## src/rtl/dsa_run_ctrl_if.sv

```systemverilog
// Start/done handshake, clear-path and status bundle between the DSA run controller and its neighbours.
interface dsa_run_ctrl_if #(parameter int AW = 12);
  logic          start_req;
  logic          clear_req;
  logic          mode_simd_in;
  logic          seq_done;
  logic          simd_done;
  logic          seq_start;
  logic          simd_start;
  logic          mode_simd;
  logic          clr_active;
  logic          clr_we;
  logic [AW-1:0] clr_addr;
  logic          busy;
  logic          done;
  logic          err_timeout;
  logic          in_we_allow;
  logic [31:0]   run_cycles;

  modport master (
    output start_req, clear_req, mode_simd_in, seq_done, simd_done,
    input  seq_start, simd_start, mode_simd, clr_active, clr_we, clr_addr,
           busy, done, err_timeout, in_we_allow, run_cycles
  );

  modport slave (
    input  start_req, clear_req, mode_simd_in, seq_done, simd_done,
    output seq_start, simd_start, mode_simd, clr_active, clr_we, clr_addr,
           busy, done, err_timeout, in_we_allow, run_cycles
  );
endinterface

```

## src/rtl/dsa_run_ctrl.sv

```systemverilog
// DSA run controller: output-BRAM clear sweep, core start/done handshake, mode latch, run-time counter.
// Optional watchdog enabled by defining RUN_CTRL_TIMEOUT_EN.
module dsa_run_ctrl #(
  parameter int AW        = 12,
  parameter int TIMEOUT_W = 24
) (
  input logic           clk_50,
  input logic           rst,
  dsa_run_ctrl_if.slave bus
);

  typedef enum logic [1:0] {S_CLEAR, S_IDLE, S_LAUNCH, S_RUN} state_t;

  state_t        state, state_nxt;
  logic [AW-1:0] clr_addr_q;
  logic          clr_we_q;
  logic          pending;
  logic          mode_q;
  logic          done_q;
  logic          err_q;
  logic          seq_start_q;
  logic          simd_start_q;
  logic [31:0]   cnt;
  logic [31:0]   run_cycles_q;
  logic          accept;
  logic          clear_go;
  logic          core_done;
  logic          timeout_hit;
  logic          busy_c;
  logic          idle_c;
  logic          clr_active_c;

  assign core_done = mode_q ? bus.simd_done : bus.seq_done;

  always_ff @(posedge clk_50 or posedge rst) begin
    if (rst) state <= S_CLEAR;
    else     state <= state_nxt;
  end

  always_comb begin
    state_nxt = state;
    accept    = 1'b0;
    clear_go  = 1'b0;
    case (state)
      S_CLEAR:  if (&clr_addr_q) state_nxt = S_IDLE;
      S_IDLE: begin
        // clear beats a simultaneous start; the start survives as pending
        if (bus.clear_req) begin
          clear_go  = 1'b1;
          state_nxt = S_CLEAR;
        end else if (bus.start_req || pending) begin
          accept    = 1'b1;
          state_nxt = S_LAUNCH;
        end
      end
      S_LAUNCH: state_nxt = S_RUN;
      S_RUN:    if (core_done || timeout_hit) state_nxt = S_IDLE;
      default:  state_nxt = S_CLEAR;
    endcase
  end

  always_comb begin
    busy_c       = (state != S_IDLE);
    idle_c       = (state == S_IDLE);
    clr_active_c = (state == S_CLEAR);
  end

`ifdef RUN_CTRL_TIMEOUT_EN
  logic [TIMEOUT_W-1:0] wdog;

  always_ff @(posedge clk_50 or posedge rst) begin
    if (rst)                   wdog <= '0;
    else if (state == S_LAUNCH) wdog <= '0;
    else if (state == S_RUN)    wdog <= wdog + TIMEOUT_W'(1);
  end

  // fires on the edge where the watchdog would reach all-ones
  assign timeout_hit = (state == S_RUN) && (wdog == {{(TIMEOUT_W-1){1'b1}}, 1'b0});
`else
  assign timeout_hit = 1'b0 && (TIMEOUT_W > 0);
`endif

  always_ff @(posedge clk_50 or posedge rst) begin
    if (rst) begin
      clr_addr_q   <= '0;
      clr_we_q     <= 1'b1;
      pending      <= 1'b0;
      mode_q       <= 1'b0;
      done_q       <= 1'b0;
      err_q        <= 1'b0;
      seq_start_q  <= 1'b0;
      simd_start_q <= 1'b0;
      cnt          <= '0;
      run_cycles_q <= '0;
    end else begin
      seq_start_q  <= accept && !bus.mode_simd_in;
      simd_start_q <= accept && bus.mode_simd_in;
      clr_we_q     <= (state_nxt == S_CLEAR);

      // wraps back to 0 on the last sweep cycle
      if (state == S_CLEAR) clr_addr_q <= clr_addr_q + AW'(1);

      if ((state == S_CLEAR || clear_go) && bus.start_req) pending <= 1'b1;
      else if (accept)                                      pending <= 1'b0;

      if (accept) begin
        mode_q <= bus.mode_simd_in;
        done_q <= 1'b0;
        err_q  <= 1'b0;
        cnt    <= 32'd1;
      end else if ((state == S_LAUNCH || state == S_RUN) && cnt != 32'hFFFF_FFFF) begin
        cnt <= cnt + 32'd1;
      end

      if (clear_go) done_q <= 1'b0;

      if (state == S_RUN && core_done) begin
        run_cycles_q <= cnt;
        done_q       <= 1'b1;
      end else if (timeout_hit) begin
        run_cycles_q <= cnt;
        err_q        <= 1'b1;
      end
    end
  end

  assign bus.seq_start   = seq_start_q;
  assign bus.simd_start  = simd_start_q;
  assign bus.mode_simd   = mode_q;
  assign bus.clr_active  = clr_active_c;
  assign bus.clr_we      = clr_we_q;
  assign bus.clr_addr    = clr_addr_q;
  assign bus.busy        = busy_c;
  assign bus.done        = done_q;
  assign bus.err_timeout = err_q;
  assign bus.in_we_allow = idle_c;
  assign bus.run_cycles  = run_cycles_q;

endmodule

```

## src/flat_wrapper.sv

```systemverilog
// flat-port wrapper written by rule: the top's interface ports become plain ports
module dsa_run_ctrl_flat 
#(
  parameter int AW        = 12,
  parameter int TIMEOUT_W = 24
)
  (clk_50, rst, bus_start_req, bus_clear_req, bus_mode_simd_in, bus_seq_done, bus_simd_done, bus_seq_start, bus_simd_start, bus_mode_simd, bus_clr_active, bus_clr_we, bus_clr_addr, bus_busy, bus_done, bus_err_timeout, bus_in_we_allow, bus_run_cycles);
  dsa_run_ctrl_if #(.AW(AW)) bus_i ();
  input logic clk_50;
  input logic rst;
  input wire logic [$bits(bus_i.start_req)-1:0] bus_start_req;
  input wire logic [$bits(bus_i.clear_req)-1:0] bus_clear_req;
  input wire logic [$bits(bus_i.mode_simd_in)-1:0] bus_mode_simd_in;
  input wire logic [$bits(bus_i.seq_done)-1:0] bus_seq_done;
  input wire logic [$bits(bus_i.simd_done)-1:0] bus_simd_done;
  output wire logic [$bits(bus_i.seq_start)-1:0] bus_seq_start;
  output wire logic [$bits(bus_i.simd_start)-1:0] bus_simd_start;
  output wire logic [$bits(bus_i.mode_simd)-1:0] bus_mode_simd;
  output wire logic [$bits(bus_i.clr_active)-1:0] bus_clr_active;
  output wire logic [$bits(bus_i.clr_we)-1:0] bus_clr_we;
  output wire logic [$bits(bus_i.clr_addr)-1:0] bus_clr_addr;
  output wire logic [$bits(bus_i.busy)-1:0] bus_busy;
  output wire logic [$bits(bus_i.done)-1:0] bus_done;
  output wire logic [$bits(bus_i.err_timeout)-1:0] bus_err_timeout;
  output wire logic [$bits(bus_i.in_we_allow)-1:0] bus_in_we_allow;
  output wire logic [$bits(bus_i.run_cycles)-1:0] bus_run_cycles;
  assign bus_i.start_req = bus_start_req;
  assign bus_i.clear_req = bus_clear_req;
  assign bus_i.mode_simd_in = bus_mode_simd_in;
  assign bus_i.seq_done = bus_seq_done;
  assign bus_i.simd_done = bus_simd_done;
  assign bus_seq_start = bus_i.seq_start;
  assign bus_simd_start = bus_i.simd_start;
  assign bus_mode_simd = bus_i.mode_simd;
  assign bus_clr_active = bus_i.clr_active;
  assign bus_clr_we = bus_i.clr_we;
  assign bus_clr_addr = bus_i.clr_addr;
  assign bus_busy = bus_i.busy;
  assign bus_done = bus_i.done;
  assign bus_err_timeout = bus_i.err_timeout;
  assign bus_in_we_allow = bus_i.in_we_allow;
  assign bus_run_cycles = bus_i.run_cycles;
  dsa_run_ctrl #(.AW(AW), .TIMEOUT_W(TIMEOUT_W)) u_core (.clk_50(clk_50), .rst(rst), .bus(bus_i));
endmodule
```

## config.mk

```make
export PLATFORM = sky130hd
export DESIGN_NAME = dsa_run_ctrl_flat
export DESIGN_NICKNAME = d
export VERILOG_FILES = /design/src/rtl/dsa_run_ctrl_if.sv /design/src/rtl/dsa_run_ctrl.sv /design/src/flat_wrapper.sv
export SDC_FILE = /design/constraint.sdc
export NUM_CORES = 1
export LEC_CHECK = 0
export ABC_AREA = 1
export CELL_PAD_IN_SITES_DETAIL_PLACEMENT = 1
export CELL_PAD_IN_SITES_GLOBAL_PLACEMENT = 2
export CORE_UTILIZATION = 34
export CTS_CLUSTER_SIZE = 10
export DETAILED_ROUTE_END_ITERATION = 10
export PLACE_DENSITY_LB_ADDON = 0.08
export SETUP_SLACK_MARGIN = 0.05
export SLEW_MARGIN = 20
export SYNTH_ARGS = -nofsm -noshare
export SYNTH_HDL_FRONTEND = slang
export SYNTH_SLANG_ARGS = --single-unit
```

## constraint.sdc

```tcl
create_clock -name clk_50 -period 5.85 [get_ports clk_50]
set_input_delay 1.17 -clock clk_50 [delete_from_list [all_inputs] [get_ports clk_50]]
set_output_delay 1.17 -clock clk_50 [all_outputs]
set_load 0.01 [all_outputs]
```

# --- Word level (Yosys, flattened, before mapping) ---
# Cells that the tools add are included.
classes:
  div_mod_pow: 0
  addsub: 2
  bitwise: 0
  reduce_logical: 15
  multipliers: 0
  shift: 0
  n_eq_ne: 5
  n_lt_le_gt_ge: 0
  n_mux: 17
op_table:
  columns: ["operator", "n"]
  rows:
  - ["32-bit two-way mux", 2]
  - ["32-bit by 1-bit adder with 32-bit output, second input constant", 1]
  - ["32-bit != test, second input constant", 1]
  - ["12-bit by 1-bit adder with 12-bit output, second input constant", 1]
  - ["12-bit AND reduction", 1]
  - ["1-bit two-way mux", 10]
  - ["2-bit two-way mux", 4]
  - ["2-bit one-hot mux with 4 select lines", 1]
  - ["1-bit logical AND", 5]
  - ["2-bit equality test, second input constant", 2]
  - ["2-bit zero test", 2]
  - ["2-bit nonzero test", 2]
  - ["1-bit logical OR", 3]
  - ["3-bit nonzero test", 1]
  - ["2-bit by 1-bit equality test with 1-bit output, second input constant", 1]
  - ["2-bit by 1-bit != test with 1-bit output, second input constant", 1]
  - ["1-bit zero test", 1]
totals:
  mem_bits_rw: 0
  n_memories: 0
  latchBits: 0
  reg_bits: 84
  romBits: 0
  output_inout_bits: 53

# --- Longest topological paths before layout ---
# Gate-level depths: netlist of run 1.
depth:
  word_depth: 7
  mapped_depth: 10
  mapped_depth_nobuf: 10

# --- Worst setup path before layout of run 1 ---
# Ideal clock, no wire load.
synth_path:
  path_kind: "input -> register"
  start: "input bus_seq_done"
  end: "register u_core.run_cycles_q[28] (netlist: u_core.bus.run_cycles[28])"
  setup_ns: 0.133
  path_buffers: 2
  setup_slack_ns: 3.703
  cell_stages: 4
  arrival_ns: 2.014
  path_cell_list: "o211ai_1 -> clkbuf_1 -> clkbuf_1 -> o21ai_0"
synth_between:
  elab_chain_cells: 2
synth_lines:
  columns: ["item", "line_no", "text"]
  rows:
  - ["start: declaration", "flat_wrapper.sv:14", "input wire logic [$bits(bus_i.seq_done)-1:0] bus_seq_done;"]
  - ["1-bit two-way mux", "dsa_run_ctrl.sv:33", "assign core_done = mode_q ? bus.simd_done : bus.seq_done;"]
  - ["1-bit logical AND", "dsa_run_ctrl.sv:117", "if (state == S_RUN && core_done) begin"]
  - ["end signal: assignment", "dsa_run_ctrl.sv:118", "run_cycles_q <= cnt;"]
  - ["end signal: assignment", "dsa_run_ctrl.sv:121", "run_cycles_q <= cnt;"]
  - ["end: declaration", "dsa_run_ctrl.sv:24", "logic [31:0] run_cycles_q;"]
# No other way between the ends.
# A chain may end at the register's enable or synchronous reset.

# --- Worst setup path in the final report of run 1 ---
layout_path:
  start: "register u_core.state[1]"
  end: "output bus_clr_active"
layout_between:
  elab_chain_cells: 1
layout_lines:
  columns: ["item", "line_no", "text"]
  rows:
  - ["start: declaration", "dsa_run_ctrl.sv:14", "state_t state, state_nxt;"]
  - ["start signal: assignment", "dsa_run_ctrl.sv:37", "else state <= state_nxt;"]
  - ["2-bit zero test", "dsa_run_ctrl.sv:65", "clr_active_c = (state == S_CLEAR);"]
  - ["end: declaration", "flat_wrapper.sv:19", "output wire logic [$bits(bus_i.clr_active)-1:0] bus_clr_active;"]
# No other way between the ends.

==> flow_summary_export.csv, run 1 <==
group,metric,value,unit
yosys,synth.distinct_cells,32,
global_routing,grt.total_usage,19.5,%
global_routing,grt_pass1_wl,19400,um
setup_path,crit_start,"u_core.state[1]",
setup_path,critical_path_buf_inv_count,3,
sta,final_period_minus_worst_setup_slack,2.90,ns
routing,wl_met3,281,um
setup_path,critPathMaxStageDelay,0.54,ns
clock_network,cts_hold_buf,0,
hold_path,worstHoldPathCells,2,
placement,placement.io_buffers,58,
global_routing,vias_in_the_first_global_route,3834,
routing,drt_wl_total,11700,um
clock_network,clk_path_buf_depth,2,
sta,unrepaired_setup_endpoints_after_global_routing,"false",
sta,fmax,345,MHz
setup_path,crit_path_cell_trace,"inv_2 -> nand2_2 -> inv_1 -> clkdlybuf4s50_1",
setup_path,element_type_at_the_critical_path_start,"register",
sta,tightestPinTransition,1.02,ns
floorplanning,fp-row-count,40,
pwr,irDropWorstVdd,0.183,mV
clock_network,cts.repair.resized,0,
yosys,synth-xor-area-share,3.47,%
pwr,static-leakage-power,2.38,nW
routing,detail-route-antenna-nets,0,
layout,final_layout_size_suffix_gt1_share,5.76,%
yosys,ys_ff_latch,84,
clock_network,post-cts-setup-buffer-count,0,
yosys,synth.yosys.warnings,0,
yosys,commonest_cells_in_the_netlist,"sky130_fd_sc_hd__nand2_1, sky130_fd_sc_hd__dfrtp_1, sky130_fd_sc_hd__inv_1, sky130_fd_sc_hd__nor2_1, sky130_fd_sc_hd__nand3_1",
setup_path,critical_setup_path_class,"reg -> out",
placement,gpl.final_weighted_congestion,0.784,
setup_path,crit_arrival,1.73,ns
clock_network,cts-root-buf,"sky130_fd_sc_hd__clkbuf_16",
floorplanning,design.core.area,12200,um2
clock_network,cts_bufs_inserted,9,
layout,antenna_cells_inserted,0,
setup_path,critical-path-slowest-cell,"sky130_fd_sc_hd__clkdlybuf4s50_1",
setup_path,regToRegStartpoint,"u_core.cnt[0]",
routing,routed_wire_length_per_instance,14.7,um
floorplanning,floorplan.die.height,114,um
yosys,synth_area_leader_cell,"sky130_fd_sc_hd__dfrtp_1",
setup_path,worstRegToRegCells,8,
sta,clock-skew-final,0.00687,ns
layout,area_added_between_synthesis_and_finish,23.0,%
pwr,power.density,479,nW/um2
hold_path,min_from,"u_core.bus.run_cycles[10]",
hold_path,hp-class,"reg -> reg",
yosys,synthesis.area_per_instance,7.60,um2
setup_path,required,4.68,ns
layout,final_nets,629,
yosys,synth_area_leaders,"sky130_fd_sc_hd__dfrtp_1, sky130_fd_sc_hd__nand2_1, sky130_fd_sc_hd__nand3_1",
clock_network,cts_num_sinks,84,
setup_path,path_delay_family,"buffers and inverters",
yosys,synth_fa_ha_area_share,0.582,%
yosys,post-synth-top-area-fraction,48.3,%
floorplanning,dieWidth,114,um
yosys,synth.net_count,574,
setup_path,critPathCaptureType,"primary output",
routing,detail_route.drc_violations,0,
clock_network,clk_pin_slew_worst_paths,0.06,ns
routing,detail_route.first_pass.iterations,4,
yosys,ys.flop_type,"sky130_fd_sc_hd__dfrtp_1",
global_routing,antenna_found_initial,0,
run_status,outcome,"complete, no violations",
clock_network,cts_tree,"done",
routing,detail_route.vias_per_cell,4.75,
sta,final-hold-violation-count,0,
global_routing,grt.overflow.total,0,
yosys,yosys.area_share.simple,32.4,%
yosys,synth-seq-area-share,49.0,%
routing,drtIter0Drc,119,
yosys,cell_area_after_synthesis,4300,um2
flow_run,drv_cap,0,
routing,dr.max_layer_used,"met4",
sta,max-slew-margin-rel,31.9,%
yosys,synth-async-reset-ratio,100,%
sta,fin_hold_ws,0.483,ns
setup_path,worstPathMaxFanout,7,
yosys,cells_after_synth,565,
yosys,synth_compound_gate_area_share,6.99,%
sta,setup_viol_count_final,0,
routing,dr_total_vias,3763,
clock_network,clkLatencyLatePin,0.35,ns
floorplanning,io_pins,60,
yosys,synth_most_common_cell,"sky130_fd_sc_hd__nand2_1",
sta,final_max_slew_viol_count,0,
floorplanning,fp.dieArea,13100,um2
floorplanning,starting_utilization_of_the_core_area,35.3,%
placement,place.detailed.hpwl,8540,um
global_routing,grt_max_degree,67,
routing,detailroute.wirelength.met2,5710,um
clock_network,ctsHtreeMaxLevel,3,
yosys,synth-edff-count,0,
sta,min_period_over_period,49.5,%
routing,routedLengthMet1,5540,um
yosys,largest_family_of_logic_cells_by_synthesized_area,"simple AND/OR/NAND/NOR gates",
yosys,synth_mux_area_share,0,%
setup_path,timing.critical_path.depth,4,
sta,finalSetupTns,0,ns
-- routing by layer --
metal | track usage (%) | vias up
met1 | 25.2 | 1825
met3 | 4.18 | 11
met5 | 0 | -
met2 | 32.8 | 47
li1 | - | 1880
met4 | 5.80 | 0
-- per-stage QoR --
step	std cells	utilization [%]	power, mW	cell area (um2)	worst slack, ns
4_1_cts	793	43.4	2.58	5280	2.93
6_report	793	43.4	2.53	5280	2.95
2_1_floorplan	565	-	1.58	4300	2.52
3_5_place_dp	777	41.2	2.02	5000	2.80
5_1_grt	793	43.4	2.74	5280	2.87
3_3_place_gp	777	41.2	1.98	5000	2.86
-- cells in the final DEF, fill, tap and decap left out, types with 5 or more instances in the layout --
master	synthesis	layout
sky130_fd_sc_hd__nand2_1	192	192
sky130_fd_sc_hd__xor2_1	12	12
sky130_fd_sc_hd__o21ai_1	7	7
sky130_fd_sc_hd__dfrtp_1	83	83
sky130_fd_sc_hd__nor2_1	58	58
sky130_fd_sc_hd__xnor2_1	5	5
sky130_fd_sc_hd__clkdlybuf4s50_1	0	58
sky130_fd_sc_hd__inv_1	58	57
sky130_fd_sc_hd__clkbuf_16	0	9
sky130_fd_sc_hd__nand3_1	55	55
sky130_fd_sc_hd__o21ai_0	44	44
-- worst reg2reg max path, stage by stage (launching register included) --
cell	delay (ns)
sky130_fd_sc_hd__dfrtp_1	0.41
sky130_fd_sc_hd__ha_1	0.25
sky130_fd_sc_hd__nand2_1	0.14
sky130_fd_sc_hd__nor2_4	0.06
sky130_fd_sc_hd__nand2_4	0.12
sky130_fd_sc_hd__nor2_8	0.08
sky130_fd_sc_hd__a21oi_2	0.77
sky130_fd_sc_hd__nand3_1	0.16
sky130_fd_sc_hd__nand2_1	0.11
-- area by class of cell --
cell class	count	area [um2]
clock buffer	11	243
fill	1509	6880
tap	168	210
inverter	60	226
clock inverter	5	36.3
timing repair buffer	60	596
sequential	84	2100
multi-input combinational	405	1870
-- cells by family after synthesis --
family,Yosys count
AO/OA/AOI/OAI,58
XOR/XNOR,17
adder cells (fa/ha/maj),2
buffers and inverters,76
flip-flops,84
other,1
AND/OR/NAND/NOR,327
-- report_power, final --
| group | internal [mW] | switching (mW) |
|---|---|---|
| logic | 0.402 | 0.539 |
| clock network | 0.300 | 0.241 |
| registers | 0.811 | 0.238 |
-- registers in the layout, indices dropped and copies added (netlist names) --
name and count:
u_core.bus.seq_start 1, u_core.state 2, u_core.pending 1, u_core.bus.done 1, u_core.bus.clr_addr 12, u_core.bus.mode_simd 1
u_core.cnt 32, u_core.bus.simd_start 1, u_core.bus.clr_we 1, u_core.bus.run_cycles 32
-- path summary, 6_finish.rpt --
path                                             endpoint  slack (ns)
worst max-delay path                       bus_clr_active        2.95
worst min-delay path            u_core.bus.run_cycles[10]        0.48
worst max register to register             u_core.cnt[31]        3.67
worst min register to register  u_core.bus.run_cycles[10]        0.48
max in group asynchronous               u_core.bus.clr_we        3.55
min in group asynchronous        u_core.bus.run_cycles[2]        1.26
Note: power is estimated with default switching activity, not from simulation.
==> run 2, diff against run 1 <==
--- a/config.mk
+++ b/config.mk
@@ -8,7 +8,7 @@
 export ABC_AREA = 1
 export CELL_PAD_IN_SITES_DETAIL_PLACEMENT = 1
 export CELL_PAD_IN_SITES_GLOBAL_PLACEMENT = 2
-export CORE_UTILIZATION = 34
+export CORE_UTILIZATION = 32
 export CTS_CLUSTER_SIZE = 10
 export DETAILED_ROUTE_END_ITERATION = 10
 export PLACE_DENSITY_LB_ADDON = 0.08
==> constraint.sdc (replaced) <==
create_clock -name clk_50 -period 3 [get_ports clk_50]
set_input_delay 0.6 -clock clk_50 [delete_from_list [all_inputs] [get_ports clk_50]]
set_output_delay 0.6 -clock clk_50 [all_outputs]
set_load 0.01 [all_outputs]
==> flow_summary_export.csv, run 2 (same netlist as run 1, synthesis figures left out) <==
group,metric,value,unit
sta,finalSetupTns,0,ns
sta,final_max_slew_viol_count,0,
floorplanning,floorplan.die.height,118,um
routing,routed_wire_length_per_instance,14.9,um
floorplanning,fp-row-count,41,
pwr,irDropWorstVdd,0.409,mV
global_routing,gr_util_met3,4.12,%
routing,drt_wl_total,11900,um
setup_path,critPathCaptureType,"primary output",
sta,clock-skew-final,0.00989,ns
floorplanning,design.core.area,12900,um2
clock_network,cts-root-buf,"sky130_fd_sc_hd__clkbuf_16",
setup_path,regToRegSetupSlack,0.87,ns
layout,final_layout_size_suffix_gt1_share,5.58,%
routing,drtIter0Drc,111,
layout,antenna_cells_inserted,0,
global_routing,grt_util_met1,24.3,%
placement,gpl.final_weighted_congestion,0.768,
global_routing,grt.met2_usage,31.3,%
pwr,static-leakage-power,2.42,nW
floorplanning,dieWidth,118,um
setup_path,required,2.40,ns
global_routing,vias_in_the_first_global_route,3980,
setup_path,crit_arrival,1.73,ns
setup_path,worstPathMaxFanout,7,
placement,placed_cells,783,
global_routing,busiest_layer,"met2",
global_routing,grt_max_degree,67,
hold_path,worstHoldPathCells,2,
global_routing,grt_pass1_wl,20500,um
setup_path,element_type_at_the_critical_path_start,"register",
sta,final_period_minus_worst_setup_slack,2.33,ns
clock_network,cts_bufs_inserted,9,
sta,postLayoutSetupSlackWorst,0.673,ns
sta,tightestPinTransition,0.719,ns
clock_network,cts.repair.resized,0,
global_routing,grt.overflow.total,0,
pwr,power.density,949,nW/um2
sta,setup_viol_count_final,0,
clock_network,cts_tree,"done",
clock_network,ctsHtreeMaxLevel,3,
setup_path,critical-path-slowest-cell,"sky130_fd_sc_hd__clkdlybuf4s50_1",
floorplanning,io_pins,60,
sta,min_period_over_period,77.6,%
floorplanning,fp.dieArea,13900,um2
clock_network,cts_num_sinks,84,
setup_path,critical_setup_path_class,"reg -> out",
clock_network,cts_hold_buf,0,
clock_network,post-cts-setup-buffer-count,0,
layout,area_added_between_synthesis_and_finish,24.6,%
run_status,outcome,"complete, no violations",
global_routing,grt.total_usage,18.9,%
setup_path,worstRegToRegCells,10,
sta,max-slew-margin-rel,52.0,%
routing,detail_route.vias_per_cell,4.76,
placement,placement.io_buffers,58,
floorplanning,starting_utilization_of_the_core_area,33.4,%
routing,detail-route-antenna-nets,0,
setup_path,crit_path_cell_trace,"inv_2 -> nand2_2 -> inv_1 -> clkdlybuf4s50_1",
pwr,report.power.total,5.08,mW
sta,fmax,430,MHz
setup_path,critPathMaxStageDelay,0.54,ns
layout,post_layout_nonfiller_instances,799,
layout,mostFrequentLayoutCell,"sky130_fd_sc_hd__nand2_1",
sta,unrepaired_setup_endpoints_after_global_routing,"false",
hold_path,hp-class,"reg -> reg",
placement,place.detailed.hpwl,8700,um
layout,mostFrequentLayoutCells,"sky130_fd_sc_hd__nand2_1, sky130_fd_sc_hd__dfrtp_1, sky130_fd_sc_hd__nor2_1, sky130_fd_sc_hd__clkdlybuf4s50_1, sky130_fd_sc_hd__inv_1",
routing,detail_route.drc_violations,0,
sta,final-hold-violation-count,0,
routing,dr_total_vias,3801,
clock_network,clk_pin_slew_worst_paths,0.06,ns
global_routing,antenna_found_initial,0,
placement,pre_cts_slack,0.515,ns
flow_run,drv_cap,0,
layout,final_nets,631,
clock_network,clk_path_buf_depth,2,
clock_network,clkLatencyLatePin,0.35,ns
routing,detail_route.first_pass.iterations,4,
run 2: path summary, 6_finish.rpt:
| kind | to | start |
|---|---|---|
| setup reg to reg | u_core.cnt[9] | u_core.cnt[1] |
| min in group asynchronous | u_core.bus.run_cycles[2] | rst |
| max in group asynchronous | u_core.bus.clr_we | rst |
| hold / removal | u_core.bus.run_cycles[12] | u_core.bus.run_cycles[12] |
| hold reg to reg | u_core.bus.run_cycles[12] | u_core.bus.run_cycles[12] |
| setup / recovery | bus_clr_active | u_core.state[1] |
run 2: power breakdown:
part / total [mW] / internal, mW / switching (mW)
registers: 2.04 / 1.58 / 0.459
logic: 1.87 / 0.810 / 1.06
clock network: 1.17 / 0.729 / 0.444
run 2: area by class of cell:
class	instances	area, um2
clock buffers	13	240
clock inverters	3	65.1
fillers	1591	7520
inverters	60	226
multi-input cells	405	1870
flip-flops and latches	84	2100
well taps	172	215
repair buffers	62	636
run 2: layer usage:
metal,up-vias,wire [um]
met5,-,0
met4,0,161
met3,11,345
met2,49,5820
met1,1860,5590
li1,1881,-
run 2: stage by stage:
step / hold slack (ns) / area, um2 / util [%]
detailed placement: 0.474 / 5050 / 39.2
CTS: 0.489 / 5360 / 41.6
finish: 0.480 / 5360 / 41.6
floorplan: 0.457 / 4300 / -
global route: 0.512 / 5360 / 41.6
global placement: 0.465 / 5050 / 39.2
run 2: worst max-delay path: cells and delay by family, from the launching register on:
family	cells	cell delay [ns]
buf+inv	3	0.77
flops	1	0.47
simple gates	1	0.14
==> run 3, diff against run 2 <==
==> constraint.sdc (replaced) <==
create_clock -name clk_50 -period 2.15 [get_ports clk_50]
set_input_delay 0.43 -clock clk_50 [delete_from_list [all_inputs] [get_ports clk_50]]
set_output_delay 0.43 -clock clk_50 [all_outputs]
set_load 0.01 [all_outputs]
==> flow_summary_export.csv, run 3 (same netlist as run 1, synthesis figures left out) <==
group,metric,value,unit
setup_path,regToRegSetupSlack,0.33,ns
sta,tightestPinTransition,0.573,ns
layout,final_nets,645,
routing,dr_total_vias,3837,
layout,final_design_area_no_fill,5520,um2
routing,drt_wl_total,12100,um
sta,final_period_minus_worst_setup_slack,2.04,ns
sta,final-hold-violation-count,0,
routing,detail_route.vias_per_cell,4.72,
layout,final_layout_size_suffix_gt1_share,8.27,%
clock_network,clk_path_buf_depth,2,
floorplanning,dieWidth,118,um
hold_path,timing.hold.worst_endpoint,"u_core.bus.run_cycles[9]",
floorplanning,floorplan.die.height,118,um
setup_path,worstPathMaxFanout,7,
pwr,report.power.total,7.42,mW
floorplanning,fp-row-count,41,
clock_network,clkLatencyLatePin,0.35,ns
routing,detail_route.first_pass.iterations,4,
run_status,outcome,"complete, no violations",
global_routing,grt_max_degree,85,
setup_path,critPathCaptureType,"primary output",
layout,antenna_cells_inserted,0,
layout,number_of_inserted_filler_cells_in_the_final_layout,1583,
floorplanning,io_pins,60,
placement,dpl_cell_area,5150,um2
clock_network,cts_tree,"done",
sta,final_max_slew_viol_count,0,
global_routing,grt.total_usage,18.6,%
global_routing,vias_in_the_first_global_route,3874,
sta,unrepaired_setup_endpoints_after_global_routing,"false",
layout,mostFrequentLayoutCells,"sky130_fd_sc_hd__nand2_1, sky130_fd_sc_hd__dfrtp_1, sky130_fd_sc_hd__nor2_1, sky130_fd_sc_hd__clkdlybuf4s50_1, sky130_fd_sc_hd__inv_1",
hold_path,worstHoldPathCells,2,
setup_path,regToRegStartpoint,"u_core.cnt[0]",
setup_path,critical_setup_path_class,"reg -> out",
routing,routed_wire_length_per_instance,14.8,um
pwr,static-leakage-power,2.51,nW
clock_network,cts_num_sinks,84,
clock_network,cts_bufs_inserted,9,
setup_path,crit_arrival,1.61,ns
floorplanning,fp.dieArea,13900,um2
floorplanning,starting_utilization_of_the_core_area,33.4,%
sta,setup_viol_count_final,0,
sta,fmax,490,MHz
placement,place.detailed.hpwl,8960,um
setup_path,required,1.72,ns
flow_run,drv_cap,0,
routing,detail_route.drc_violations,0,
hold_path,hp-class,"reg -> reg",
hold_path,min_from,"u_core.bus.run_cycles[9]",
global_routing,grt.overflow.total,0,
pwr,irDropWorstVdd,0.517,mV
floorplanning,design.core.area,12900,um2
routing,drtIter0Drc,155,
sta,finalSetupTns,0,ns
setup_path,element_type_at_the_critical_path_start,"register",
setup_path,worstRegToRegCells,9,
global_routing,antenna_found_initial,0,
layout,mostFrequentLayoutCell,"sky130_fd_sc_hd__nand2_1",
sta,max-slew-margin-rel,61.7,%
setup_path,timing.rr.end,"u_core.cnt[22]",
placement,gpl.final_weighted_congestion,0.793,
routing,detail-route-antenna-nets,0,
layout,area_added_between_synthesis_and_finish,28.5,%
clock_network,cts-root-buf,"sky130_fd_sc_hd__clkbuf_16",
placement,placement.io_buffers,58,
clock_network,ctsHtreeMaxLevel,3,
clock_network,clk_pin_slew_worst_paths,0.06,ns
pwr,power.density,1340,nW/um2
global_routing,grt_pass1_wl,20200,um
sta,clock-skew-final,0.00766,ns
sta,min_period_over_period,94.9,%
-- run 3: where the power goes --
part	internal [mW]	switching [mW]	leakage (nW)
sequential	2.21	0.579	1.13
clock	1.13	0.628	0.163
combinational	1.28	1.59	1.21
-- run 3: how the worst max path moves through the flow --
stage / startpoint / depth (start not counted) / to
after floorplan: u_core.cnt[0] / 9 / u_core.cnt[1]
after global placement: u_core.cnt[0] / 8 / u_core.cnt[28]
after detailed placement: u_core.cnt[0] / 8 / u_core.cnt[26]
after CTS: u_core.cnt[0] / 8 / u_core.cnt[26]
after global routing: u_core.state[0] / 4 / bus_clr_active
final: u_core.state[0] / 4 / bus_clr_active
-- run 3: layer usage --
layer / routed length [um] / vias to the layer above / GRT usage (%)
met3: 254 / 12 / 3.29
met5: 0 / - / 0
met1: 5820 / 1874 / 24.4
li1: - / 1907 / -
met4: 174 / 0 / 7.21
met2: 5810 / 44 / 30.5
-- run 3: layout make-up --
cell class / count / area (um2) / share of cell area [%]
inverter: 60 / 231 / 4.19
timing repair buffer: 76 / 753 / 13.6
clock buffer: 11 / 233 / 4.22
multi-input combinational: 405 / 1880 / 34.1
tap: 172 / 215 / 3.90
sequential: 84 / 2100 / 38.1
clock inverter: 5 / 100 / 1.81
-- run 3: worst max-delay path, stage by stage (launching register included) --
cell                              delay [ns]
sky130_fd_sc_hd__dfrtp_1                0.43
sky130_fd_sc_hd__inv_2                  0.12
sky130_fd_sc_hd__nand2_4                0.09
sky130_fd_sc_hd__inv_1                  0.09
sky130_fd_sc_hd__clkdlybuf4s50_1        0.53
-- run 3: repair_timing --
| item | in CTS | in global routing |
|---|---|---|
| hold buffers | 0 | 0 |
| setup endpoints to repair | 2 | 20 |
| resized for setup | 4 | 1 |
| buffers inserted | 0 | 2 |
| pin swaps | 0 | 0 |
-- run 3: stage by stage --
step	std cells	hold WS (ns)	setup WS, ns	util [%]
global placement	795	0.467	0.137	40.0
finish	813	0.480	0.110	42.9
detailed placement	795	0.473	0.0827	40.0
CTS	811	0.488	0.0533	42.7
global route	813	0.516	0.0440	42.9
floorplan	565	0.457	0.522	-
